===== src/rtl/nn_seq_pkg.sv =====
// nn_seq_pkg: shared FSM state type and width helper for the NN address sequencer
package nn_seq_pkg;
  typedef enum logic [1:0] {IDLE, RUN, BOOT, DONE} state_e;
  function automatic int clog2_min1(input int v);
    return (v <= 1) ? 1 : $clog2(v);
  endfunction
endpackage


===== src/rtl/nn_loop_counter.sv =====
// nn_loop_counter: wrapping 0..MAX-1 counter with enable, sync clear and wrap flag
module nn_loop_counter import nn_seq_pkg::*; #(
  parameter int MAX = 2,
  parameter int W = clog2_min1(MAX)
) (
  input  logic         clk_in,
  input  logic         rst_n_in,
  input  logic         clr_in,
  input  logic         en_in,
  output logic [W-1:0] cnt_out,
  output logic         wrap_out
);
  logic [W-1:0] cnt_q, cnt_d;
  assign wrap_out = cnt_q == W'(MAX - 1);
  assign cnt_out = cnt_q;
  always_comb cnt_d = clr_in ? '0 : en_in ? (wrap_out ? '0 : cnt_q + W'(1)) : cnt_q;
  always_ff @(posedge clk_in or negedge rst_n_in)
    if (!rst_n_in) cnt_q <= '0;
    else cnt_q <= cnt_d;
endmodule


===== src/rtl/nn_addr_sequencer.sv =====
// nn_addr_sequencer: walks the n/k/j loop nest issuing A, NN-weight and b addresses with bootstrap pauses
module nn_addr_sequencer import nn_seq_pkg::*; #(
  parameter int DEPTH = 100,
  parameter int K = 502,
  parameter int NN_OUT = 10,
  parameter int BOOT_PERIOD = 4,
  parameter int A_W = clog2_min1(DEPTH * (K / 2)),
  parameter int NN_W = clog2_min1(DEPTH * NN_OUT),
  parameter int B_W = clog2_min1(NN_OUT * (K / 2)),
  localparam int HALF_K = K / 2,
  localparam int NW = clog2_min1(DEPTH),
  localparam int KW = clog2_min1(HALF_K),
  localparam int JW = clog2_min1(NN_OUT),
  localparam int PW = clog2_min1(BOOT_PERIOD)
) (
  input  logic            clk_in,
  input  logic            rst_n_in,
  input  logic            start_in,
  input  logic            abort_in,
  input  logic            boot_en_in,
  input  logic            addr_ready_in,
  input  logic            boot_ack_in,
  output logic            addr_valid_out,
  output logic [A_W-1:0]  a_addr_out,
  output logic [NN_W-1:0] nn_addr_out,
  output logic [B_W-1:0]  b_addr_out,
  output logic [NW-1:0]   n_idx_out,
  output logic [KW-1:0]   k_idx_out,
  output logic [JW-1:0]   j_idx_out,
  output logic            last_j_out,
  output logic            last_k_out,
  output logic            last_out,
  output logic            boot_req_out,
  output logic            busy_out,
  output logic            done_out
);
  state_e state_q, state_d;
  logic boot_en_q, boot_en_d;
  logic [PW-1:0] brow_q, brow_d;
  logic [A_W-1:0] a_q, a_d;
  logic [NN_W-1:0] nn_q, nn_d;
  logic [B_W-1:0] b_q, b_d;
  logic run, accept, start_ok, clr, j_wrap, k_wrap, n_wrap, row_end, final_beat, boot_hit;
  assign run = state_q == RUN;
  assign accept = run && addr_ready_in;
  assign start_ok = state_q == IDLE && start_in;
  assign clr = abort_in || start_ok;
  assign row_end = accept && j_wrap && k_wrap;
  assign final_beat = row_end && n_wrap;
  // brow_q counts completed rows modulo BOOT_PERIOD so no divider is needed
  assign boot_hit = row_end && !n_wrap && boot_en_q && brow_q == PW'(BOOT_PERIOD - 1);
  nn_loop_counter #(.MAX(NN_OUT), .W(JW)) u_j (
    .clk_in(clk_in), .rst_n_in(rst_n_in), .clr_in(clr), .en_in(accept),
    .cnt_out(j_idx_out), .wrap_out(j_wrap)
  );
  nn_loop_counter #(.MAX(HALF_K), .W(KW)) u_k (
    .clk_in(clk_in), .rst_n_in(rst_n_in), .clr_in(clr), .en_in(accept && j_wrap),
    .cnt_out(k_idx_out), .wrap_out(k_wrap)
  );
  nn_loop_counter #(.MAX(DEPTH), .W(NW)) u_n (
    .clk_in(clk_in), .rst_n_in(rst_n_in), .clr_in(clr), .en_in(row_end),
    .cnt_out(n_idx_out), .wrap_out(n_wrap)
  );
  always_comb begin
    state_d = abort_in ? IDLE
            : start_ok ? RUN
            : final_beat ? DONE
            : boot_hit ? BOOT
            : (state_q == BOOT && boot_ack_in) ? RUN
            : state_q == DONE ? IDLE
            : state_q;
    boot_en_d = start_ok ? boot_en_in : boot_en_q;
    brow_d = clr ? '0 : row_end ? (brow_q == PW'(BOOT_PERIOD - 1) ? '0 : brow_q + PW'(1)) : brow_q;
    a_d = (clr || final_beat) ? '0 : (accept && j_wrap) ? a_q + A_W'(1) : a_q;
    // nn rewinds to the row base on a k step; crossing a row it simply continues
    nn_d = (clr || final_beat) ? '0
         : accept ? ((j_wrap && !k_wrap) ? nn_q - NN_W'(NN_OUT - 1) : nn_q + NN_W'(1))
         : nn_q;
    b_d = (clr || final_beat) ? '0
        : accept ? (j_wrap ? (k_wrap ? '0 : B_W'(k_idx_out) + B_W'(1)) : b_q + B_W'(HALF_K))
        : b_q;
  end
  always_ff @(posedge clk_in or negedge rst_n_in)
    if (!rst_n_in) begin
      state_q <= IDLE;
      boot_en_q <= 1'b0;
      brow_q <= '0;
      a_q <= '0;
      nn_q <= '0;
      b_q <= '0;
    end else begin
      state_q <= state_d;
      boot_en_q <= boot_en_d;
      brow_q <= brow_d;
      a_q <= a_d;
      nn_q <= nn_d;
      b_q <= b_d;
    end
  assign addr_valid_out = run;
  assign boot_req_out = state_q == BOOT;
  assign busy_out = state_q != IDLE;
  assign done_out = state_q == DONE;
  assign last_j_out = run && j_wrap;
  assign last_k_out = last_j_out && k_wrap;
  assign last_out = last_k_out && n_wrap;
  assign a_addr_out = a_q;
  assign nn_addr_out = nn_q;
  assign b_addr_out = b_q;
endmodule


===== config.mk =====
export PLATFORM = sky130hd
export DESIGN_NAME = nn_addr_sequencer
export DESIGN_NICKNAME = d
export VERILOG_FILES = /design/src/rtl/nn_seq_pkg.sv /design/src/rtl/nn_loop_counter.sv /design/src/rtl/nn_addr_sequencer.sv
export SDC_FILE = /design/constraint.sdc
export NUM_CORES = 1
export LEC_CHECK = 0
export ABC_CLOCK_PERIOD_IN_PS = 2290
export BUFFER_PORTS_ARGS = -buffer_cell sky130_fd_sc_hd__buf_2
export CORE_MARGIN = 2
export CORE_UTILIZATION = 44
export DETAILED_ROUTE_END_ITERATION = 8
export GPL_TIMING_DRIVEN = 0
export PLACE_DENSITY = 0.77
export SETUP_SLACK_MARGIN = 0.1
export SLEW_MARGIN = 20
export SYNTH_ARGS = -nofsm -noshare
export SYNTH_HDL_FRONTEND = slang
export SYNTH_SLANG_ARGS = --single-unit

===== constraint.sdc =====
create_clock -name clk_in -period 2.29 [get_ports clk_in]
set_input_delay 0.1145 -clock clk_in [delete_from_list [all_inputs] [get_ports clk_in]]
set_output_delay 0.1145 -clock clk_in [all_outputs]
set_load 0.005 [all_outputs]

Word level (Yosys, flattened, before mapping)
Index checks and enable logic that the tools add are counted.

Flip-flop bits (word level): 61. Bits in latches: 0. RAM bits: 0. ROM bits: 0. Bits of input ports: 7. Output and inout bits: 63. Logic and storage cells: 77. Memories: 0.

Add/subtract/negate cells: 9. Multiply operators: 0. Divide/modulo/power cells: 0. Order comparisons: 0. Eq/ne operators: 7. Shift operators: 0. Mux-type cells: 27. Bitwise gates (word level): 0. Reductions and logical operators: 25.

Operators with widths (number): 12-bit two-way mux (3); 10-bit two-way mux (3); 15-bit two-way mux (2); 8-bit two-way mux (3); 7-bit two-way mux (3); 2-bit two-way mux (9); 15-bit by 1-bit adder with 15-bit output (second input constant) (1); 1-bit logical AND (13); 12-bit by 8-bit adder with 12-bit output (second input constant) (1); 4-bit two-way mux (3); 2-bit nonzero test (6); 10-bit by 1-bit adder with 10-bit output (second input constant) (1); 10-bit by 4-bit subtractor with 10-bit output (second input constant) (1); 8-bit by 1-bit adder with 9-bit output (second input constant) (1); 9-bit two-way mux (1); 8-bit by 1-bit adder with 8-bit output (second input constant) (1); 8-bit equality test (second input constant) (1); 7-bit by 1-bit adder with 7-bit output (second input constant) (1); 7-bit equality test (second input constant) (1); 2-bit equality test (second input constant) (3); 6-bit nonzero test (1); 4-bit by 1-bit adder with 4-bit output (second input constant) (1); 4-bit equality test (second input constant) (1); 2-bit by 1-bit adder with 2-bit output (second input constant) (1); other kinds (4) (6).

Longest topological paths before layout
Gate-level depths: netlist of run 1.

Depth in word-level cells: 11. Depth in mapped cells: 13. Depth with buffers taken out: 11.

Modules after synthesis
From an unflattened synthesis of run 1, not the netlist that was laid out.

Cell total of the unflattened synthesis: 422. Area total of the unflattened synthesis: 3774.9 um^2.

By module, submodules not included: nn_addr_sequencer (instances 1, cells each 303, area each 2651.3 um^2, sequential area each 1051.0 um^2); nn_loop_counter at u_k (instances 1, cells each 51, area each 494.2 um^2, sequential area each 200.2 um^2); nn_loop_counter at u_n (instances 1, cells each 42, area each 386.6 um^2, sequential area each 175.2 um^2); nn_loop_counter at u_j (instances 1, cells each 26, area each 242.7 um^2, sequential area each 100.1 um^2).

Worst setup path after synthesis of run 1
No wires, ideal clock.

Kind: reg-to-reg. Start point: register u_j.cnt_q[0], in the netlist u_j.cnt_out[0]. End point: register nn_q[6], in the netlist nn_addr_out[6]. Arrival: 2.350 ns. Data required time: 2.166 ns. Setup slack: -0.184 ns. Cell stages (with the launch flop): 13. Buffers on the path: 2. Clock period less this slack: 2.474 ns. Cell sequence: dfrtp_1 ha_1 and3b_1 buf_4 o21ai_4 buf_4 xnor2_1 ha_1 o31ai_1 nand2_1 mux2_2 a21oi_1 o21bai_1.

Cells in the longest elaborated chain, start to end: 6. Elaborated cells on any way between the ends: 10.

RTL lines: start, declared (RTL line nn_loop_counter.sv:13) `logic [W-1:0] cnt_q, cnt_d;`; start signal, assigned (RTL line nn_loop_counter.sv:19) `else cnt_q <= cnt_d;`; 4-bit equality test (*) (RTL line nn_loop_counter.sv:14) `assign wrap_out = cnt_q == W'(MAX - 1);`; 1-bit logical AND (2 in series) (RTL line nn_addr_sequencer.sv:48) `assign row_end = accept && j_wrap && k_wrap;`; 1-bit logical AND (RTL line nn_addr_sequencer.sv:49) `assign final_beat = row_end && n_wrap;`; 1-bit logical OR (RTL line nn_addr_sequencer.sv:76) `nn_d = (clr || final_beat) ? '0`; 10-bit two-way mux or 2-bit nonzero test (tied branches); end signal, assigned (RTL line nn_addr_sequencer.sv:96) `nn_q <= nn_d;`; end, declared (RTL line nn_addr_sequencer.sv:41) `logic [NN_W-1:0] nn_q, nn_d;`.

Mark *: on every way between the ends. The rest lies on a longest branch, timed or not. The select of a mux whose other input is x is not followed. A chain may end at the register's enable or synchronous reset.

Worst setup path after layout of run 1
Start point: register u_j.cnt_q[0], in the netlist u_j.cnt_out[0]. End point: register nn_q[9], in the netlist nn_addr_out[9].

Same word-level chain as after synthesis.

==> results of run 1 <==
-- sequential cells by signal (all words and copies together) (netlist names) --
| name | count |
|---|---|
| u_n.cnt_out | 7 |
| boot_en_q | 1 |
| state_q | 2 |
| a_addr_out | 15 |
| nn_addr_out | 10 |
| b_addr_out | 12 |
| brow_q | 2 |
| u_k.cnt_out | 8 |
| u_j.cnt_out | 4 |
-- area by class of cell --
class / instances / area (µm²) / area share
tap: 108 / 135 / 0.0279
clock inverter: 2 / 35.0 / 0.00724
sequential: 61 / 1530 / 0.316
timing repair buffer: 85 / 473 / 0.0978
clock buffer: 12 / 145 / 0.0300
multi-input combinational: 312 / 2290 / 0.473
buffer: 23 / 160 / 0.0331
inverter: 17 / 68.8 / 0.0142
-- kinds of logic after synthesis --
logic type	count (synthesis)	share of synthesized area
multiplexers	7	0.0205
flip-flops	61	0.397
XOR/XNOR	25	0.0570
adder cells (fa/ha/maj)	11	0.0358
AO/OA/AOI/OAI	103	0.176
buffers and inverters	40	0.0528
AND/OR/NAND/NOR	166	0.260
-- how the worst max path moves through the flow --
stage,slack [ns],to,cells past startpoint,from
floorplan,-0.05,nn_addr_out[6]$_DFFE_PN0P_,13,u_j.cnt_out[1]$_DFFE_PN0P_
global placement,-0.21,nn_addr_out[6]$_DFFE_PN0P_,12,u_k.cnt_out[0]$_DFFE_PN0P_
detailed placement,-0.25,nn_addr_out[6]$_DFFE_PN0P_,12,u_k.cnt_out[0]$_DFFE_PN0P_
CTS,-0.01,nn_addr_out[6]$_DFFE_PN0P_,13,u_j.cnt_out[1]$_DFFE_PN0P_
global route,-0.17,nn_addr_out[6]$_DFFE_PN0P_,11,u_k.cnt_out[6]$_DFFE_PN0P_
finish,-0.06,nn_addr_out[9]$_DFFE_PN0P_,11,u_j.cnt_out[0]$_DFFE_PN0P_
-- routing by layer --
metal / up-vias / GRT usage
met4: 0 / 0.0833
met1: 1788 / 0.294
met5: - / 0
met2: 133 / 0.353
met3: 19 / 0.0381
li1: 1703 / -
-- layout by cell type (no fill, tap or decap), types with 7 or more instances in the layout --
| cell type | synthesis | final |
|---|---|---|
| a21oi_1 | 15 | 10 |
| a22o_1 | 7 | 7 |
| buf_2 | 9 | 75 |
| buf_4 | 6 | 20 |
| clkbuf_8 | 0 | 10 |
| dfrtp_1 | 61 | 58 |
| inv_1 | 16 | 15 |
| nand2_1 | 31 | 29 |
| nand3_1 | 18 | 17 |
| nand4_1 | 9 | 9 |
| nor2_1 | 38 | 38 |
| nor3_1 | 10 | 7 |
| nor4_2 | 8 | 8 |
| o21ai_0 | 36 | 35 |
| o22ai_1 | 7 | 7 |
| o31ai_1 | 8 | 7 |
| xnor2_1 | 19 | 18 |
-- repair_timing --
action,4_1_cts,5_1_grt
gates resized for setup,20,20
pin swaps,11,9
setup endpoints to repair,8,30
hold buffers,2,0
buffers inserted,10,4
hold endpoints to repair,62,0
-- metrics by stage --
stage	cells	util	TNS [ns]
after floorplan	413	-	-0.0542
after global placement	590	0.511	-0.479
after detailed placement	590	0.511	-0.643
after CTS	616	0.552	-0.0177
after global routing	620	0.563	-0.486
final	620	0.563	-0.107
-- power groups by stage --
| stage | combinational, mW | clock [mW] | sequential [mW] |
|---|---|---|---|
| floorplan | 0.143 | 0 | 1.15 |
| global placement | 0.228 | 0 | 1.15 |
| detailed placement | 0.235 | 0 | 1.15 |
| CTS | 0.248 | 0.951 | 1.13 |
| global route | 0.278 | 0.996 | 1.13 |
| finish | 0.251 | 0.945 | 1.13 |
==> key figures, run 1 <==
GRT
  • Global-route wire length before repair: 17.0 mm
  • Initial antenna violation count: 0
  • Largest net degree at the start of global routing: 62
  • Total GRT Usage: 0.219
  • Grt total ovfl: 0
  • Vias in the first global route: 3462

Critical path
  • Crit end category: flop
  • CP Cell Sequence: ha_4, and3b_2, buf_6, o21ai_4, clkinv_4, ha_4, nand2_4, or4_4, a21oi_4, o31a_1, a21oi_1
  • Capture point of the worst reg-to-reg path: nn_addr_out[9]$_DFFE_PN0P_
  • Reg2reg start: u_j.cnt_out[0]$_DFFE_PN0P_
  • Slowest CP cell: or4_4
  • Critical Path AT: 2.59 ns
  • R2R setup slack: -0.06 ns
  • Crit-path max FO: 5
  • Crit-path max cell delay: 0.43 ns
  • Type of origin of the critical path: flop
  • Worst EP required: 2.52 ns
  • Worst R2R Path Depth: 11
  • Worst Path Buf+Inv: 2
  • Top cell by count, worst path: ha_4
  • Crit-path leading delay family: simple AND/OR/NAND/NOR gates
  • Critical path type: flop to flop

Route
  • Vias: 3643
  • Iteration-0 DRC Markers: 222
  • Drt first pass iters: 5
  • Post-route ant nets: 0
  • WL per Instance: 16.7 µm
  • Post-route DRC: 0
  • Metal-1 WL: 4.51 mm
  • Drt total wl: 10.4 mm
  • Wire length on met2: 5.01 mm
  • Met3 wire len: 656 µm
  • Via density: 5.88
  • Top layer in use: met4

Yosys
  • Register area share after synthesis: 0.397
  • Top-count cell post-synth: dfrtp_1
  • Synth Cell Area: 3840 µm²
  • EDFF count, synth: 0
  • Largest area contributor in the netlist: dfrtp_1
  • Syn_nets: 431
  • Distinct cell type count after synthesis: 72
  • Yosys top cell area share: 0.397
  • Post-synth top cells: dfrtp_1 (61), nor2_1 (38), o21ai_0 (36), nand2_1 (31), xnor2_1 (19)
  • Ys async rst share: 1.00
  • #FFs+latches synth: 61
  • Cells after Synth: 413
  • Syn_area_per_cell: 9.30 µm²
  • Synth top area cells: dfrtp_1 (40%), o21ai_0 (4.7%), xnor2_1 (4.3%), nor2_1 (3.7%), ha_1 (3.6%)
  • Yosys warnings: 0
  • Commonest register cell after synthesis: dfrtp_1

Floorplan
  • I/O pin count: 70
  • Die Wd: 97.4 µm
  • Core area: 8590 µm²
  • Die area: 9490 µm²
  • Row count: 34
  • Die Y: 97.4 µm
  • Initial Util: 0.447

STA
  • Final worst slack: -0.0632 ns
  • RSZ-0062 raised after global routing: yes
  • Final period util: 1.03
  • Final setup violation count: 3
  • Final-report hold violation count: 0
  • Slew Viols, Final: 0
  • Skew final: 0.00682 ns
  • Worst Hold Slack: 0.0372 ns
  • Worst rel slew slack: 0.471
  • F_max: 425 MHz
  • Post-layout min period: 2.35 ns
  • Worst-margin pin slew: 0.793 ns

Clock network
  • CTS root buffer: clkbuf_8
  • H-tree levels: 3
  • CTS sink count: 61
  • Clk pin slew, worst setup/hold paths: 0.07 ns
  • Clock buffer depth: 2
  • Clk_lat worst skew: 0.35 ns
  • TritonCTS clock tree: yes
  • TritonCTS buffer count: 9

Cells and area
  • Share of layout cells above drive strength 1: 0.338
  • Area Growth Syn to Fin: 25.9%
  • Antenna diodes: 0
  • Fin area: 4840 µm²
  • Nets: 527
  • # fillers: 770

Pwr
  • Clock power share: 0.406
  • Psw: 607 µW
  • Worst VDD drop: 0.000282 V
  • Total Power: 2.33 mW
  • Combinational Power Share: 0.108
  • Register share of total power: 0.486
  • Leakage power: 2.25 nW
  • Switching Share: 0.261
  • Internal: 1.72 mW
  • Pwr/cell area: 481 nW/µm²

Run status
  • Failing checks: negative setup slack
  • Status: finished, violations left

Place
  • Place WS: -0.252 ns
  • Placer Congestion: 0.860
  • Post-DP HPWL: 6.99 mm
  • Placed Area: 4390 µm²
  • Port bufs: 69

Hold path
  • Hold Crit Depth: 2
  • WHS Endpoint: state_q[0]$_DFFE_PN0P_
  • HP Class: input port to flop
  • Hold_sp: abort_in

Flow run
  • Max-cap violations: 0
Note: power is estimated with default switching activity, not from simulation.
==> run 2, diff against run 1 <==
- CTS_BUF_LIST: unset -> sky130_fd_sc_hd__clkbuf_8 sky130_fd_sc_hd__clkbuf_16
- CTS_CLUSTER_DIAMETER: unset -> 40
==> key figures, run 2 (synthesized netlist as in run 1, its figures left out) <==
Floorplan
  • Die area: 9490 µm² (unchanged)
  • Core area: 8590 µm² (unchanged)
  • Row count: 34 (unchanged)
  • Die Y: 97.4 µm (unchanged)
  • Die Wd: 97.4 µm (unchanged)
  • I/O pin count: 70 (unchanged)
  • Initial Util: 0.447 (unchanged)

STA
  • Post-layout min period: 2.36 ns (+0.00624 ns)
  • Final setup violation count: 2 (-1)
  • Worst-margin pin slew: 0.792 ns (-0.000967 ns)
  • Final worst slack: -0.0694 ns (-0.00624 ns)
  • RSZ-0062 raised after global routing: yes
  • Final-report hold violation count: 0 (unchanged)
  • Worst rel slew slack: 0.472 (+0.000644)
  • Slew Viols, Final: 0 (unchanged)
  • Skew final: 0.00685 ns (+0.0000351 ns)
  • Worst Hold Slack: 0.0401 ns (+0.00293 ns)
  • Final period util: 1.03 (+0.00273)
  • F_max: 424 MHz (-0.26%)

GRT
  • Largest net degree at the start of global routing: 62 (unchanged)
  • Met1 Use GR: 0.295 (+0.000923)
  • Vias in the first global route: 3460 (-0.058%)
  • Grt total ovfl: 0 (unchanged)
  • Total GRT Usage: 0.219 (about the same)
  • M3 GR Usage: 0.0381 (unchanged)
  • GRT busiest layer: met2
  • Initial antenna violation count: 0 (unchanged)
  • Met2 usage: 0.352 (-0.000531)
  • Global-route wire length before repair: 17.1 mm (+0.12%)

Critical path
  • CP Cell Sequence: ha_4, and3b_2, buf_6, o21ai_4, clkinv_4, ha_4, nand2_4, or4_4, a21oi_4, o31a_1, a21oi_1
  • Worst EP required: 2.53 ns (about the same)
  • Reg2reg start: u_j.cnt_out[0]$_DFFE_PN0P_
  • Slowest CP cell: dfrtp_2
  • Top cell by count, worst path: ha_4
  • Critical Path Source: u_j.cnt_out[0]$_DFFE_PN0P_
  • Capture point of the worst reg-to-reg path: nn_addr_out[9]$_DFFE_PN0P_
  • Worst R2R Path Depth: 11 (unchanged)
  • Crit-path max cell delay: 0.43 ns (about the same)
  • Critical path type: flop to flop
  • Critical Path AT: 2.60 ns (about the same)
  • Crit-path max FO: 5 (unchanged)
  • R2R setup slack: -0.07 ns (about the same)
  • Type of origin of the critical path: flop
  • Worst Path Buf+Inv: 2 (unchanged)
  • Crit end category: flop
  • Crit-path leading delay family: simple AND/OR/NAND/NOR gates

Cells and area
  • Antenna diodes: 0 (unchanged)
  • Nets: 527 (unchanged)
  • Final Util: 0.563 (unchanged)
  • Most common cell after layout, fill and taps aside: buf_2
  • Largest register FFs: 15 (unchanged)
  • Area Growth Syn to Fin: 25.9% (unchanged)
  • # fillers: 770 (unchanged)
  • Most frequent cells in the layout: buf_2 (75), dfrtp_1 (58), nor2_1 (38)
  • Share of layout cells above drive strength 1: 0.338 (unchanged)

Pwr
  • Register share of total power: 0.488 (+0.002)
  • Clock power share: 0.403 (-0.003)
  • Pwr/cell area: 479 nW/µm² (-0.42%)
  • Combinational Power Share: 0.109 (about the same)
  • Switching Share: 0.262 (+0.000755)
  • Worst VDD drop: 0.000278 V (-1.6%)
  • Psw: 606 µW (-0.14%)
  • Internal: 1.71 mW (-0.53%)
  • Leakage power: 2.26 nW (+0.37%)

Place
  • Port bufs: 69 (unchanged)
  • Post-DP HPWL: 6.99 mm (unchanged)
  • Placer Congestion: 0.860 (unchanged)

Hold path
  • HP Class: input port to flop
  • Hold_sp: abort_in
  • WHS Endpoint: state_q[0]$_DFFE_PN0P_
  • Hold Crit Depth: 2 (unchanged)

Route
  • WL per Instance: 16.8 µm (+0.57%)
  • Post-route ant nets: 0 (unchanged)
  • Via density: 5.88 (unchanged)
  • Vias: 3643 (unchanged)
  • Post-route DRC: 0 (unchanged)
  • Drt first pass iters: 5 (unchanged)
  • Drt total wl: 10.4 mm (+0.57%)
  • Iteration-0 DRC Markers: 199 (-10%)

Clock network
  • TritonCTS clock tree: yes
  • H-tree levels: 3 (unchanged)
  • CTS root buffer: clkbuf_8
  • Clk_lat worst skew: 0.35 ns (about the same)
  • Clock buffer depth: 2 (unchanged)
  • Clk pin slew, worst setup/hold paths: 0.07 ns (about the same)
  • CTS sink count: 61 (unchanged)
  • TritonCTS buffer count: 9 (unchanged)

Flow run
  • Max-cap violations: 0 (unchanged)

Run status
  • Failing checks: negative setup slack
  • Status: finished, violations left
## run 2: worst max path at each step
stage	to	slack [ns]	cells after the start
floorplan	nn_addr_out[6]$_DFFE_PN0P_	-0.05	13
global placement	nn_addr_out[6]$_DFFE_PN0P_	-0.21	12
detailed placement	nn_addr_out[6]$_DFFE_PN0P_	-0.25	12
CTS	nn_addr_out[6]$_DFFE_PN0P_	-0.01	13
global route	nn_addr_out[6]$_DFFE_PN0P_	-0.17	11
finish	nn_addr_out[9]$_DFFE_PN0P_	-0.07	11
## run 2: layout make-up
| cell class | instances | area (µm²) | area share |
|---|---|---|---|
| Clock inverter | 4 | 42.5 | 0.00880 |
| Inverter | 17 | 68.8 | 0.0142 |
| Tap cell | 108 | 135 | 0.0279 |
| Multi-Input combinational cell | 312 | 2290 | 0.473 |
| Buffer | 23 | 160 | 0.0331 |
| Timing Repair Buffer | 85 | 473 | 0.0978 |
| Sequential cell | 61 | 1530 | 0.316 |
| Clock buffer | 10 | 138 | 0.0285 |
## run 2: power by group through the flow
| stage | logic (mW) | clock network [mW] | registers [mW] |
|---|---|---|---|
| 6_report | 0.252 | 0.934 | 1.13 |
| 5_1_grt | 0.278 | 0.990 | 1.13 |
| 4_1_cts | 0.248 | 0.943 | 1.13 |
| 3_5_place_dp | 0.235 | 0 | 1.15 |
| 3_3_place_gp | 0.228 | 0 | 1.15 |
| 2_1_floorplan | 0.143 | 0 | 1.15 |
## run 2: routing by layer
layer,routed length [µm],vias up,part of all wire
li1,-,1699,-
met1,4580,1781,0.44
met2,4980,144,0.48
met3,662,19,0.064
met4,193,0,0.019
met5,0,-,0
## run 2: worst register-to-register path, delay by kind of cell (launching register included)
family                     cells  cell delay [ns]
adders and majority gates      2             0.48
buffers and inverters          2             0.25
and+or+nand+nor                3             0.70
DFF                            1             0.43
AOI/OAI and AO/OA              4             0.40
## run 2: stage by stage
stage          area, µm²  TNS (ns)  cells  power [mW]  setup slack, ns
2_1_floorplan       3910   -0.0542    413        1.29          -0.0542
3_3_place_gp        4390    -0.479    590        1.38           -0.205
3_5_place_dp        4390    -0.643    590        1.38           -0.252
4_1_cts             4740   -0.0177    616        2.32          -0.0140
5_1_grt             4840    -0.486    620        2.40           -0.174
6_report            4840    -0.115    620        2.32          -0.0694
## run 2: repair_timing
action | CTS | global route
hold buffers | 2 | 0
pin swaps | 11 | 9
gates resized for setup | 20 | 20
endpoints found under the setup margin | 8 | 30
setup buffers | 10 | 4
hold endpoints to repair | 62 | 0
==> run 3, diff against run 2 <==
- PLACE_DENSITY: 0.77 -> 0.68
==> key figures, run 3 (synthesized netlist as in run 1, its figures left out) <==
Pwr
  • Switching Share: 0.269 (+0.00745)
  • Psw: 636 µW (+5.0%)
  • Combinational Power Share: 0.110 (about the same)
  • Register share of total power: 0.478 (-0.010)
  • Internal: 1.73 mW (+1.0%)
  • Pwr/cell area: 479 nW/µm² (about the same)
  • Worst VDD drop: 0.000292 V (+5.2%)
  • Clock power share: 0.412 (+0.009)
  • Leakage power: 2.32 nW (+2.6%)

GRT
  • Vias in the first global route: 3338 (-3.5%)
  • Initial antenna violation count: 0 (unchanged)
  • Largest net degree at the start of global routing: 48 (-23%)
  • Grt total ovfl: 0 (unchanged)
  • Total GRT Usage: 0.218 (-0.000961)
  • Global-route wire length before repair: 16.9 mm (-0.97%)

Clock network
  • TritonCTS clock tree: yes
  • Clk pin slew, worst setup/hold paths: 0.07 ns (about the same)
  • CTS sink count: 61 (unchanged)
  • H-tree levels: 3 (unchanged)
  • TritonCTS buffer count: 9 (unchanged)
  • Clk_lat worst skew: 0.35 ns (about the same)
  • Clock buffer depth: 2 (unchanged)
  • CTS root buffer: clkbuf_8

Route
  • Vias: 3587 (-1.5%)
  • Iteration-0 DRC Markers: 189 (-5.0%)
  • Drt first pass iters: 4 (-1)
  • Post-route DRC: 0 (unchanged)
  • Via density: 5.68 (-3.3%)
  • Post-route ant nets: 0 (unchanged)
  • WL per Instance: 16.4 µm (-2.6%)
  • Drt total wl: 10.3 mm (-0.88%)

STA
  • Slew Viols, Final: 0 (unchanged)
  • Final period util: 1.06 (+0.0288)
  • Worst rel slew slack: 0.638 (+0.166)
  • Final setup violation count: 2 (unchanged)
  • RSZ-0062 raised after global routing: yes
  • Post-layout min period: 2.43 ns (+0.0661 ns)
  • Worst-margin pin slew: 0.542 ns (-0.250 ns)
  • Final worst slack: -0.135 ns (-0.0661 ns)
  • Final-report hold violation count: 0 (unchanged)
  • F_max: 412 MHz (-2.7%)
  • Skew final: 0.00911 ns (+0.00226 ns)

Critical path
  • Crit end category: flop
  • Worst R2R Path Depth: 11 (unchanged)
  • Capture point of the worst reg-to-reg path: nn_addr_out[9]$_DFFE_PN0P_
  • Worst EP required: 2.52 ns (about the same)
  • Reg2reg start: u_j.cnt_out[0]$_DFFE_PN0P_
  • Critical path type: flop to flop
  • Type of origin of the critical path: flop
  • Critical Path AT: 2.66 ns (+0.06 ns)
  • R2R setup slack: -0.14 ns (-0.07 ns)
  • Crit-path max FO: 4 (-1)

Place
  • Place WS: -0.260 ns (-0.00870 ns)
  • Placed Area: 4420 µm² (+0.63%)
  • Placer Congestion: 0.808 (-6.1%)
  • Post-DP HPWL: 7.01 mm (+0.31%)
  • Port bufs: 69 (unchanged)

Floorplan
  • Die Wd: 97.4 µm (unchanged)
  • I/O pin count: 70 (unchanged)
  • Die area: 9490 µm² (unchanged)
  • Row count: 34 (unchanged)
  • Core area: 8590 µm² (unchanged)
  • Die Y: 97.4 µm (unchanged)
  • Initial Util: 0.447 (unchanged)

Hold path
  • WHS Endpoint: state_q[1]$_DFFE_PN0P_
  • HP Class: input port to flop
  • Hold_sp: boot_ack_in
  • Hold Crit Depth: 4 (+2)

Cells and area
  • Largest register FFs: 15 (unchanged)
  • Nets: 536 (+1.7%)
  • Antenna diodes: 0 (unchanged)
  • Share of layout cells above drive strength 1: 0.338 (+0.000541)
  • Most common cell after layout, fill and taps aside: buf_2
  • Area Growth Syn to Fin: 28.4%
  • Most frequent cells in the layout: buf_2 (78), dfrtp_1 (59), nor2_1 (37)
  • Fin area: 4930 µm² (+2.0%)

Run status
  • Failing checks: negative setup slack
  • Status: finished, violations left

Flow run
  • Max-cap violations: 0 (unchanged)
## run 3: changes by cell type in the layout (fill, tap and decap cells not counted), moves of 2 or more
cell,delta
buf_4,+3
o21ai_0,-2
buf_8,+2
o21ai_1,+2
buf_2,+3
## run 3: metrics by stage
stage,power [mW],util,hold slack [ns],std cells,setup TNS [ns]
after global routing,2.45,0.574,0.123,631,-0.663
after detailed placement,1.39,0.514,-0.0000123,591,-0.663
after CTS,2.36,0.559,0.0992,625,-0.256
after floorplan,1.29,-,-0.181,413,-0.0542
final,2.36,0.574,0.104,631,-0.172
after global placement,1.38,0.511,0.350,590,-0.542
## run 3: metal layers
layer  routed length (µm)  part of all wire  global-route usage
met5                    0                 0                   0
met4                  159             0.015              0.0769
met3                  402             0.039              0.0331
met2                 5050              0.49               0.345
met1                 4710              0.46               0.304
## run 3: cell type report
class	count	area (µm²)
Buffer	23	151
Clock buffer	10	138
Clock inverter	6	55.1
Fill cell	781	3660
Inverter	17	68.8
Multi-Input combinational cell	312	2280
Sequential cell	61	1530
Tap cell	108	135
Timing Repair Buffer	94	578
## run 3: power by group through the flow
stage	clock [mW]	sequential, mW	combinational, mW
6_report	0.975	1.13	0.259
5_1_grt	1.03	1.13	0.288
4_1_cts	0.985	1.13	0.250
3_5_place_dp	0	1.15	0.241
3_3_place_gp	0	1.15	0.230
2_1_floorplan	0	1.15	0.143
## run 3: worst max-delay path by stage
| stage | start | end | slack [ns] | cells after the start |
|---|---|---|---|---|
| finish | u_j.cnt_out[0]$_DFFE_PN0P_ | nn_addr_out[9]$_DFFE_PN0P_ | -0.14 | 11 |
| global route | u_j.cnt_out[0]$_DFFE_PN0P_ | nn_addr_out[9]$_DFFE_PN0P_ | -0.21 | 11 |
| CTS | u_j.cnt_out[1]$_DFFE_PN0P_ | nn_addr_out[6]$_DFFE_PN0P_ | -0.08 | 13 |
| detailed placement | u_k.cnt_out[0]$_DFFE_PN0P_ | nn_addr_out[6]$_DFFE_PN0P_ | -0.26 | 12 |
| global placement | u_k.cnt_out[0]$_DFFE_PN0P_ | nn_addr_out[6]$_DFFE_PN0P_ | -0.22 | 12 |
| floorplan | u_j.cnt_out[1]$_DFFE_PN0P_ | nn_addr_out[6]$_DFFE_PN0P_ | -0.05 | 13 |
## run 3: worst max-delay path: stages (launching register included)
cell and delay [ns]:
dfrtp_2 0.44, ha_4 0.17, and3b_1 0.18, buf_6 0.13, o21ai_4 0.08, clkinv_4 0.12, ha_4 0.31, nand2_4 0.05
or4_4 0.43, a21oi_4 0.16, o31a_1 0.17, a21oi_1 0.04
## run 3: what timing repair did
| item | in CTS | in global routing |
|---|---|---|
| hold buffers | 3 | 0 |
| resized for setup | 12 | 23 |
| setup endpoints to repair | 8 | 44 |
| hold endpoints to repair | 63 | 0 |
| buffers inserted | 15 | 7 |
| pin swaps | 11 | 11 |
